$ cat config.mk
export PLATFORM = sky130hd
export DESIGN_NAME = dt_param_flat
export DESIGN_NICKNAME = d
export VERILOG_FILES = /design/src/rtl/dt_param_if.sv /design/src/rtl/dt_param.sv /design/src/flat_wrapper.sv
export SDC_FILE = /design/constraint.sdc
export NUM_CORES = 1
export LEC_CHECK = 0
export ABC_AREA = 1
export CORE_MARGIN = 2
export CORE_UTILIZATION = 58
export CTS_CLUSTER_SIZE = 12
export DETAILED_ROUTE_END_ITERATION = 7
export HOLD_SLACK_MARGIN = 0.1
export PLACE_DENSITY = 0.93
export SYNTH_ARGS = -nofsm -noshare
export SYNTH_HDL_FRONTEND = slang
export SYNTH_SLANG_ARGS = --single-unit
$ cat constraint.sdc
create_clock -name clk -period 4.1 [get_ports clk]
set_input_delay 0.82 -clock clk [delete_from_list [all_inputs] [get_ports clk]]
set_output_delay 0.82 -clock clk [all_outputs]
set_load 0.005 [all_outputs]
$ cat src/rtl/dt_param_if.sv
// Port bundle of the dt_param distance-transform engine: run control,
// stimulus ROM read port and result RAM read/write port.
interface dt_param_if #(
   parameter int IMG_W  = 128,
   parameter int IMG_H  = 128,
   parameter int STI_W  = 16,
   parameter int DIST_W = 8
);
   localparam int PW  = $clog2(IMG_W * IMG_H);
   localparam int SAW = $clog2(IMG_W * IMG_H / STI_W);

   // start is a one-cycle request taken only while idle; busy covers the run and
   // done pulses once at its end. Memory read data is combinational from the
   // address in the same cycle; a RAM write commits at the clock edge with res_wr.
   logic              start;
   logic              mode;
   logic              busy;
   logic              done;
   logic              sti_rd;
   logic [SAW-1:0]    sti_addr;
   logic [STI_W-1:0]  sti_di;
   logic              res_rd;
   logic              res_wr;
   logic [PW-1:0]     res_addr;
   logic [DIST_W-1:0] res_do;
   logic [DIST_W-1:0] res_di;
   logic [2:0]        dbg_state;

   modport master (
      input  start, mode, sti_di, res_di,
      output busy, done, sti_rd, sti_addr, res_rd, res_wr, res_addr, res_do, dbg_state
   );

   modport slave (
      output start, mode, sti_di, res_di,
      input  busy, done, sti_rd, sti_addr, res_rd, res_wr, res_addr, res_do, dbg_state
   );
endinterface

$ cat src/rtl/dt_param.sv
// Two-pass chamfer distance transform (chessboard or city-block) over a packed
// binary image in ROM, producing a saturating per-pixel distance map in RAM.
module dt_param #(
   parameter int IMG_W  = 128,
   parameter int IMG_H  = 128,
   parameter int STI_W  = 16,
   parameter int DIST_W = 8
) (
   input logic       clk,
   input logic       reset,
   dt_param_if.master bus
);
   localparam int NPIX = IMG_W * IMG_H;
   localparam int PW   = $clog2(NPIX);
   localparam int CW   = $clog2(IMG_W);
   localparam int RW   = PW - CW;
   localparam int SBW  = $clog2(STI_W);
   localparam logic [PW-1:0]     P_LAST   = PW'(NPIX - 1);
   localparam logic [PW-1:0]     ROW_STEP = PW'(IMG_W);
   localparam logic [PW-1:0]     ONE      = PW'(1);
   localparam logic [CW-1:0]     C_LAST   = CW'(IMG_W - 1);
   localparam logic [RW-1:0]     R_LAST   = RW'(IMG_H - 1);
   localparam logic [DIST_W-1:0] MAXD     = '1;

   typedef enum logic [2:0] {IDLE, F_PIX, F_NB, F_WR, B_PIX, B_NB, B_WR, FIN} state_t;

   state_t            state;
   logic              mode_q;
   logic [PW-1:0]     p;
   logic [1:0]        slot;
   logic [DIST_W-1:0] m;

   function automatic logic [DIST_W-1:0] inc(input logic [DIST_W-1:0] x);
      return (x == MAXD) ? x : x + DIST_W'(1);
   endfunction

   // Slots 0..3 are W,NW,N,NE going forward and E,SW,S,SE going backward.
   function automatic logic slot_ok(input logic bwd_i, input logic md,
                                    input logic [1:0] s, input logic [PW-1:0] pp);
      logic lft, rgt, top, bot, ok;
      lft = (pp[CW-1:0] != '0);
      rgt = (pp[CW-1:0] != C_LAST);
      top = (pp[PW-1:CW] != '0);
      bot = (pp[PW-1:CW] != R_LAST);
      if (md && s[0]) ok = 1'b0;
      else if (!bwd_i) begin
         case (s)
            2'd0:    ok = lft;
            2'd1:    ok = top && lft;
            2'd2:    ok = top;
            default: ok = top && rgt;
         endcase
      end else begin
         case (s)
            2'd0:    ok = rgt;
            2'd1:    ok = bot && lft;
            2'd2:    ok = bot;
            default: ok = bot && rgt;
         endcase
      end
      return ok;
   endfunction

   function automatic logic [PW-1:0] slot_addr(input logic bwd_i, input logic [1:0] s,
                                               input logic [PW-1:0] pp);
      logic [PW-1:0] a;
      if (!bwd_i) begin
         case (s)
            2'd0:    a = pp - ONE;
            2'd1:    a = pp - ROW_STEP - ONE;
            2'd2:    a = pp - ROW_STEP;
            default: a = pp - ROW_STEP + ONE;
         endcase
      end else begin
         case (s)
            2'd0:    a = pp + ONE;
            2'd1:    a = pp + ROW_STEP - ONE;
            2'd2:    a = pp + ROW_STEP;
            default: a = pp + ROW_STEP + ONE;
         endcase
      end
      return a;
   endfunction

   // Returns {found, slot} for the lowest in-image slot at or above 'from'.
   function automatic logic [2:0] scan(input logic bwd_i, input logic md,
                                       input logic [2:0] from, input logic [PW-1:0] pp);
      logic [2:0] r;
      r = 3'b000;
      for (int s = 3; s >= 0; s--)
         if (s >= int'(from) && slot_ok(bwd_i, md, 2'(s), pp)) r = {1'b1, 2'(s)};
      return r;
   endfunction

   logic              bwd;
   logic [2:0]        first_nb;
   logic [2:0]        after_nb;
   logic [SBW-1:0]    bit_sel;
   logic              obj;
   logic [DIST_W-1:0] bwd_cand;
   logic [DIST_W-1:0] fwd_min;
   logic [DIST_W-1:0] bwd_min;

   always_comb begin
      bwd      = (state == B_PIX) || (state == B_NB);
      first_nb = scan(bwd, mode_q, 3'd0, p);
      after_nb = scan(bwd, mode_q, {1'b0, slot} + 3'd1, p);
      bit_sel  = ~p[SBW-1:0];
      obj      = bus.sti_di[bit_sel];
      bwd_cand = inc(bus.res_di);
      fwd_min  = (bus.res_di < m) ? bus.res_di : m;
      bwd_min  = (bwd_cand < m) ? bwd_cand : m;
   end

   always_ff @(posedge clk) begin
      if (reset) begin
         state  <= IDLE;
         mode_q <= 1'b0;
         p      <= '0;
         slot   <= '0;
         m      <= '0;
      end else begin
         case (state)
            IDLE: if (bus.start) begin
               mode_q <= bus.mode;
               p      <= '0;
               state  <= F_PIX;
            end
            F_PIX: begin
               if (obj) begin
                  m     <= MAXD;
                  slot  <= first_nb[1:0];
                  state <= first_nb[2] ? F_NB : F_WR;
               end else if (p == P_LAST) state <= B_PIX;
               else p <= p + ONE;
            end
            F_NB: begin
               m    <= fwd_min;
               slot <= after_nb[1:0];
               if (!after_nb[2]) state <= F_WR;
            end
            F_WR: begin
               if (p == P_LAST) state <= B_PIX;
               else begin
                  p     <= p + ONE;
                  state <= F_PIX;
               end
            end
            B_PIX: begin
               if (bus.res_di == '0) begin
                  if (p == '0) state <= FIN;
                  else p <= p - ONE;
               end else begin
                  m     <= bus.res_di;
                  slot  <= first_nb[1:0];
                  state <= first_nb[2] ? B_NB : B_WR;
               end
            end
            B_NB: begin
               m    <= bwd_min;
               slot <= after_nb[1:0];
               if (!after_nb[2]) state <= B_WR;
            end
            B_WR: begin
               if (p == '0) state <= FIN;
               else begin
                  p     <= p - ONE;
                  state <= B_PIX;
               end
            end
            FIN:     state <= IDLE;
            default: state <= IDLE;
         endcase
      end
   end

   // Background writes must land in the same cycle the ROM bit is seen, so the
   // memory strobes decode from state; reset forces every output quiet at once.
   always_comb begin
      bus.sti_rd    = 1'b0;
      bus.sti_addr  = '0;
      bus.res_rd    = 1'b0;
      bus.res_wr    = 1'b0;
      bus.res_addr  = '0;
      bus.res_do    = '0;
      bus.busy      = 1'b0;
      bus.done      = 1'b0;
      bus.dbg_state = state;
      if (!reset) begin
         bus.busy = (state != IDLE) && (state != FIN);
         bus.done = (state == FIN);
         case (state)
            F_PIX: begin
               bus.sti_rd   = 1'b1;
               bus.sti_addr = p[PW-1:SBW];
               bus.res_addr = p;
               bus.res_wr   = !obj;
            end
            F_NB, B_NB: begin
               bus.res_rd   = 1'b1;
               bus.res_addr = slot_addr(bwd, slot, p);
            end
            F_WR: begin
               bus.res_wr   = 1'b1;
               bus.res_addr = p;
               bus.res_do   = inc(m);
            end
            B_PIX: begin
               bus.res_rd   = 1'b1;
               bus.res_addr = p;
            end
            B_WR: begin
               bus.res_wr   = 1'b1;
               bus.res_addr = p;
               bus.res_do   = m;
            end
            default: ;
         endcase
      end
   end
endmodule

$ cat src/flat_wrapper.sv
// flat-port wrapper written by rule: the top's interface ports become plain ports
module dt_param_flat 
#(
   parameter int IMG_W  = 128,
   parameter int IMG_H  = 128,
   parameter int STI_W  = 16,
   parameter int DIST_W = 8
)
  (clk, reset, bus_start, bus_mode, bus_sti_di, bus_res_di, bus_busy, bus_done, bus_sti_rd, bus_sti_addr, bus_res_rd, bus_res_wr, bus_res_addr, bus_res_do, bus_dbg_state);
  dt_param_if #(.IMG_W(IMG_W), .IMG_H(IMG_H), .STI_W(STI_W), .DIST_W(DIST_W)) bus_i ();
  input logic clk;
  input logic reset;
  input wire logic [$bits(bus_i.start)-1:0] bus_start;
  input wire logic [$bits(bus_i.mode)-1:0] bus_mode;
  input wire logic [$bits(bus_i.sti_di)-1:0] bus_sti_di;
  input wire logic [$bits(bus_i.res_di)-1:0] bus_res_di;
  output wire logic [$bits(bus_i.busy)-1:0] bus_busy;
  output wire logic [$bits(bus_i.done)-1:0] bus_done;
  output wire logic [$bits(bus_i.sti_rd)-1:0] bus_sti_rd;
  output wire logic [$bits(bus_i.sti_addr)-1:0] bus_sti_addr;
  output wire logic [$bits(bus_i.res_rd)-1:0] bus_res_rd;
  output wire logic [$bits(bus_i.res_wr)-1:0] bus_res_wr;
  output wire logic [$bits(bus_i.res_addr)-1:0] bus_res_addr;
  output wire logic [$bits(bus_i.res_do)-1:0] bus_res_do;
  output wire logic [$bits(bus_i.dbg_state)-1:0] bus_dbg_state;
  assign bus_i.start = bus_start;
  assign bus_i.mode = bus_mode;
  assign bus_i.sti_di = bus_sti_di;
  assign bus_i.res_di = bus_res_di;
  assign bus_busy = bus_i.busy;
  assign bus_done = bus_i.done;
  assign bus_sti_rd = bus_i.sti_rd;
  assign bus_sti_addr = bus_i.sti_addr;
  assign bus_res_rd = bus_i.res_rd;
  assign bus_res_wr = bus_i.res_wr;
  assign bus_res_addr = bus_i.res_addr;
  assign bus_res_do = bus_i.res_do;
  assign bus_dbg_state = bus_i.dbg_state;
  dt_param #(.IMG_W(IMG_W), .IMG_H(IMG_H), .STI_W(STI_W), .DIST_W(DIST_W)) u_core (.clk(clk), .reset(reset), .bus(bus_i));
endmodule
# After elaboration in Yosys (flattened, before gate mapping)
# Cells that the tools add are included.
# classes
order_cmp	7
n_mux	61
n_reduce_logical	30
shifts	0
n_bitwise	1
n_addsub	11
div_mod_pow	0
n_mul	0
eq_ne	26
# op_table
op	count
$mux 14	7
$pmux 14 s3	2
$pmux 14 s5	1
$mux 8	7
$mux 3	16
$add 14x1->14 const B	3
$sub 14x1->14 const B	3
$pmux 8 s4	1
$pmux 14 s2	1
$pmux 3 s8	1
$mux 10	2
$add 8x1->8 const B	2
$eq 8x8->1 const B	2
$lt 8x8->1	2
$pmux 8 s2	1
$mux 1	15
$add 14x8->14 const B	1
$eq 14x14->1 const B	1
$logic_not 14->1	1
$ne 2x2->1 const B	7
$ne 7x7->1 const B	2
$reduce_bool 7->1	2
$sub 14x8->14 const B	1
$eq 3x3->1 const B	4
other kinds (32)	51
# totals
latchBits	0
word_cells	141
memories	0
in_bits	28
ram_bits	0
register_bits	28
output_inout_bits	40
rom_bits	0

# Longest topological paths before layout
# Gate-level depths: netlist (run 1).
# depth
ltp_word	11
ltp_mapped	20
mapped_depth_nobuf	19

# Worst setup path before layout (run 1)
# Ideal clock, no wire load.
# synth_path
path_kind	reg-to-output
startpoint	register u_core.slot[0]
endpoint	output port bus_res_addr[12]
required_ps	3280
slack_ps	627
t_arrival_ps	2653
n_path_buf	0
stages_incl_launch_ff	15
cell_sequence	dfxtp_1 -> inv_1 -> nor2_1 -> ha_1 -> a21oi_1 -> nand2_1 -> nand2_1 -> nand2_1 -> nand2_1 -> nand2_1 -> nand2_1 -> nand3_1 -> nand2_1 -> nand3_1 -> a21oi_1
# synth_between
elab_chain_cells	5
word_cells_on_any_way	8
classes_between	eq/ne: 2; mux: 5; reduce/logical: 1
# synth_lines
element	line	text
start: declaration	dt_param.sv:30	logic [1:0] slot;
start signal: assignment	dt_param.sv:132	slot <= first_nb[1:0];
start signal: assignment	dt_param.sv:139	slot <= after_nb[1:0];
start signal: assignment	dt_param.sv:155	slot <= first_nb[1:0];
$eq 2x2->1 (tied with other cells)	dt_param.sv:68, dt_param.sv:75	
$pmux 14 s3 (on tied branches)	dt_param.sv:68, dt_param.sv:75	
$mux 14 (*)	dt_param.sv:67	if (!bwd_i) begin
$pmux 14 s2 (*)	dt_param.sv:192	case (state)
$mux 14 (*)	dt_param.sv:189	if (!reset) begin
end: declaration	flat_wrapper.sv:23	output wire logic [$bits(bus_i.res_addr)-1:0] bus_res_addr;
# Mark *: on every way between the ends. The rest lies on a longest branch, timed or not.

# Worst setup path in the final report (run 1)
# layout_path
startpoint	register u_core.p[0]
endpoint	output port bus_res_addr[10]
# layout_between
elab_chain_cells	6
word_cells_on_any_way	13
classes_between	add/sub: 8; mux: 5
# layout_lines
element	line	text
start: declaration	dt_param.sv:29	logic [PW-1:0] p;
start signal: assignment	dt_param.sv:135	else p <= p + ONE;
start signal: assignment	dt_param.sv:145	p <= p + ONE;
start signal: assignment	dt_param.sv:152	else p <= p - ONE;
$sub 14x8->14 or $add 14x8->14 (tied branches)	--	
$add 14x1->14 (tied with other cells)	dt_param.sv:72	default: a = pp - ROW_STEP + ONE;
$pmux 14 s3 (on tied branches)	dt_param.sv:68, dt_param.sv:75	
$mux 14 (*)	dt_param.sv:67	
$pmux 14 s2 (*)	dt_param.sv:192	
$mux 14 (*)	dt_param.sv:189	
# Marked as above.

==> impl_metrics.csv, run 1 <==
group,metric,value,unit
run_status,outcome,"completed",
yosys,seq_area_frac_synth,0.106,
power,switching_share,0.590,
grt,grt_pass1_wl,28.3,mm
floorplanning,row_count,34,
floorplanning,start_util,0.601,
yosys,synthXorXnorAreaFrac,0.0463,
power,internal-power,1.75,mW
place,place.port_buffers,67,
yosys,synthMuxAreaShare,0,
worst_setup_path,crit_path_start_kind,"flip-flop",
timing,fmax,252,MHz
timing,finalHoldViolations,0,
floorplanning,die_width,99.6,µm
timing,setup_viol,0,
place,gp_congestion,1.04,
route,drt_first_pass_iters,6,
min_path,hp-class,"reg -> reg",
final_layout,fillers,776,
yosys,ys_ff_latch,28,
power,vdd_drop_max,0.518,mV
cts,tritoncts,"built",
run,drv_cap,0,
cts,cts_buffer_depth,2,
route,drtAntennaViolNets,0,
place,place_ws,0.173,ns
timing,setup_ws,0.129,ns
yosys,netlist_instances,983,
power,switchingPower,2.52,mW
final_layout,area_growth,18.7,%
grt,grt_use_total,0.342,
worst_setup_path,path_common_cell,"nand2_1",
route,wire_per_inst,15.1,µm
timing,timing.hold.ws,0.514,ns
yosys,synth-warning-count,0,
cts,root_buffer,"clkbuf_8",
timing,fin_worst_skew,0.0129,ns
yosys,synthSimpleGateAreaFrac,0.461,
yosys,synth_compound_area_frac,0.168,
power,p_comb_frac,0.821,
place,dp_hpwl,13.3,mm
worst_setup_path,cp-end-kind,"output pin",
worst_setup_path,worstSetupPathType,"reg -> out",
yosys,ys.flop_type,"dfxtp_1",
yosys,syn-num-nets,1051,
place,post_dp_cell_area,6080,µm²
yosys,synth_area_leader_cell,"nand2_1",
final_layout,final_common_cell,"nand2_1",
power,seqPwrFrac,0.125,
timing,finalMaxSlewViolations,0,
final_layout,fin_nets,1116,
timing,fin_crit,3.97,ns
worst_setup_path,required,3.28,ns
yosys,synth_area_leaders,"nand2_1 (22%), dfxtp_1 (11%), nor2_1 (9.4%)",
worst_setup_path,cp_max_fo,14,
yosys,synth_cell_type_count,46,
final_layout,diodes,0,
grt,grt_remaining_overflow,0,
floorplanning,fp.dieArea,9910,µm²
worst_setup_path,path_cells,"inv_2 -> ha_1 -> nand2_1 -> inv_1 -> nand3_1 -> xor2_1 -> nor2_1 -> nor2_1 -> nand2_1 -> nand2_1 -> nand3_1 -> a21oi_1 -> clkdlybuf4s50_1",
cts,cts_buffers,3,
timing,tns,0,ns
yosys,synth_top_area_share,0.218,
final_layout,multi_input_area,4170,µm²
route,drt_drc_violations_left,0,
yosys,avgSynthCellArea,5.39,µm²
floorplanning,boundaryPins,68,
power,powerDensity,680,nW/µm²
yosys,synth_top_family_by_area,"simple AND/OR/NAND/NOR gates",
yosys,syn_area,5300,µm²
final_layout,utilization,0.714,
worst_setup_path,cpPeakStageDelay,0.62,ns
worst_setup_path,worst_path_max_delay_cell,"dfxtp_1",
floorplanning,coreArea,8810,µm²
grt,grt_antenna_before_repair,0,
floorplanning,die_y,99.6,µm
worst_setup_path,worstPathArrival,3.15,ns
cts,cts.sinks,28,
route,drtIter0Drc,854,
power,leakage,3.10,nW
yosys,synth_edf_count,0,
yosys,yosys.area_share.adder,0.0959,
timing,finalCritPeriodShare,0.968,
final_layout,register_area,569,µm²
cts,clkTransAtPathRegs,0.12,ns
timing,worst_pin_slew,0.761,ns
cts,clk_latency,0.29,ns
final_layout,drive_gt1_frac,0.0745,
final_layout,final_area,6280,µm²
yosys,async_flop_share,0,
route,vias_per_cell,5.88,
timing,maxSlewHeadroom,0.491,
timing,rsz0062_at_grt,"yes",
cts,htreeDepth,1,
power,pwr-share-clk,0.054,
grt,grt_pass1_vias,6155,
grt,grt_max_degree,29,
route,vias,6797,
final_layout,mostFrequentLayoutCells,"nand2_1 (306), nor2_1 (127), inv_1 (115), nand3_1 (83), a21oi_1 (66)",
route,wirelength,17.4,mm
-- worst paths after layout --
check | start | endpoint | slack (ns) | depth (start not counted)
worst max-delay path | u_core.p[0] | bus_res_addr[10] | 0.13 | 13
worst min-delay path | u_core.mode_q | u_core.mode_q | 0.51 | 2
worst max register to register | u_core.p[0] | u_core.p[4] | 1.24 | 10
worst min register to register | u_core.mode_q | u_core.mode_q | 0.51 | 2
-- final cells by class --
cell class | count | share of cell area
multi-input combinational | 797 | 0.663
clock inverter | 1 | 0.00478
timing repair buffer | 91 | 0.137
clock buffer | 3 | 0.00657
inverter | 127 | 0.0764
sequential | 28 | 0.0906
tap | 108 | 0.0215
-- worst max-delay path, delay by kind of cell (launching register included) --
family          cells  cell delay (ns)
buf+inv             3             0.84
simple gates        7             0.69
flops               1             0.62
fa+ha+maj           1             0.29
xor+xnor            1             0.28
compound gates      1             0.12
-- metrics by stage --
step | power (mW) | std cells
finish | 4.27 | 1155
global route | 4.68 | 1155
CTS | 4.06 | 1152
detailed placement | 3.80 | 1147
global placement | 3.74 | 1147
floorplan | 2.98 | 983
-- Yosys cell counts, drive strengths merged, types with 2 or more instances --
cell     count
a211oi       5
a21oi       70
a221oi       4
and2         2
buf         20
clkbuf      11
clkinv       3
dfxtp       28
ha          39
inv        124
nand2      311
nand3       83
nand4       12
nor2       140
nor3        21
o2111ai      2
o211ai      11
o21ai       47
o21bai       2
o22ai        8
or2          4
xnor2        9
xor2        19
-- metal layers --
metal / GRT usage / vias up / part of all wire
li1: - / 3315 / -
met1: 0.477 / 2968 / 0.42
met2: 0.532 / 455 / 0.42
met3: 0.0639 / 59 / 0.13
met4: 0.114 / 0 / 0.027
met5: 0 / - / 0
-- cell families (layout without fill, tap and decap cells) --
logic type	Yosys count	after routing
adder cells (fa/ha/maj)	40	40
AND/OR/NAND/NOR	574	574
flip-flops	28	28
buffers and inverters	158	222
XOR/XNOR	28	28
AO/OA/AOI/OAI	155	155
-- power by group through the flow --
stage               clock (mW)  combinational (mW)  sequential (mW)
detailed placement           0                3.28            0.523
global placement             0                3.22            0.518
global route             0.244                3.88            0.547
finish                   0.232                3.51            0.535
CTS                      0.232                3.31            0.519
floorplan                    0                2.53            0.456
-- sequential cells by signal, indices dropped and copies added, names as in the netlist --
name,cells
u_core.p,14
u_core.m,8
u_core.bus.dbg_state,3
u_core.slot,2
u_core.mode_q,1
-- what timing repair did --
item | 4_1_cts | 5_1_grt
gates resized for setup | 3 | 26
hold buffers | 0 | 0
endpoints found under the setup margin | 4 | 8
pin swaps | 1 | 2
setup buffers | 1 | 2
gates cloned | 0 | 1
Note: power is estimated with default switching activity, not from simulation.
==> inputs of run 2 (changes only) <==
- CAP_MARGIN: default -> 20
==> results of run 2 <==
No change in the layout: final DEF, timing and power equal those of run 1.
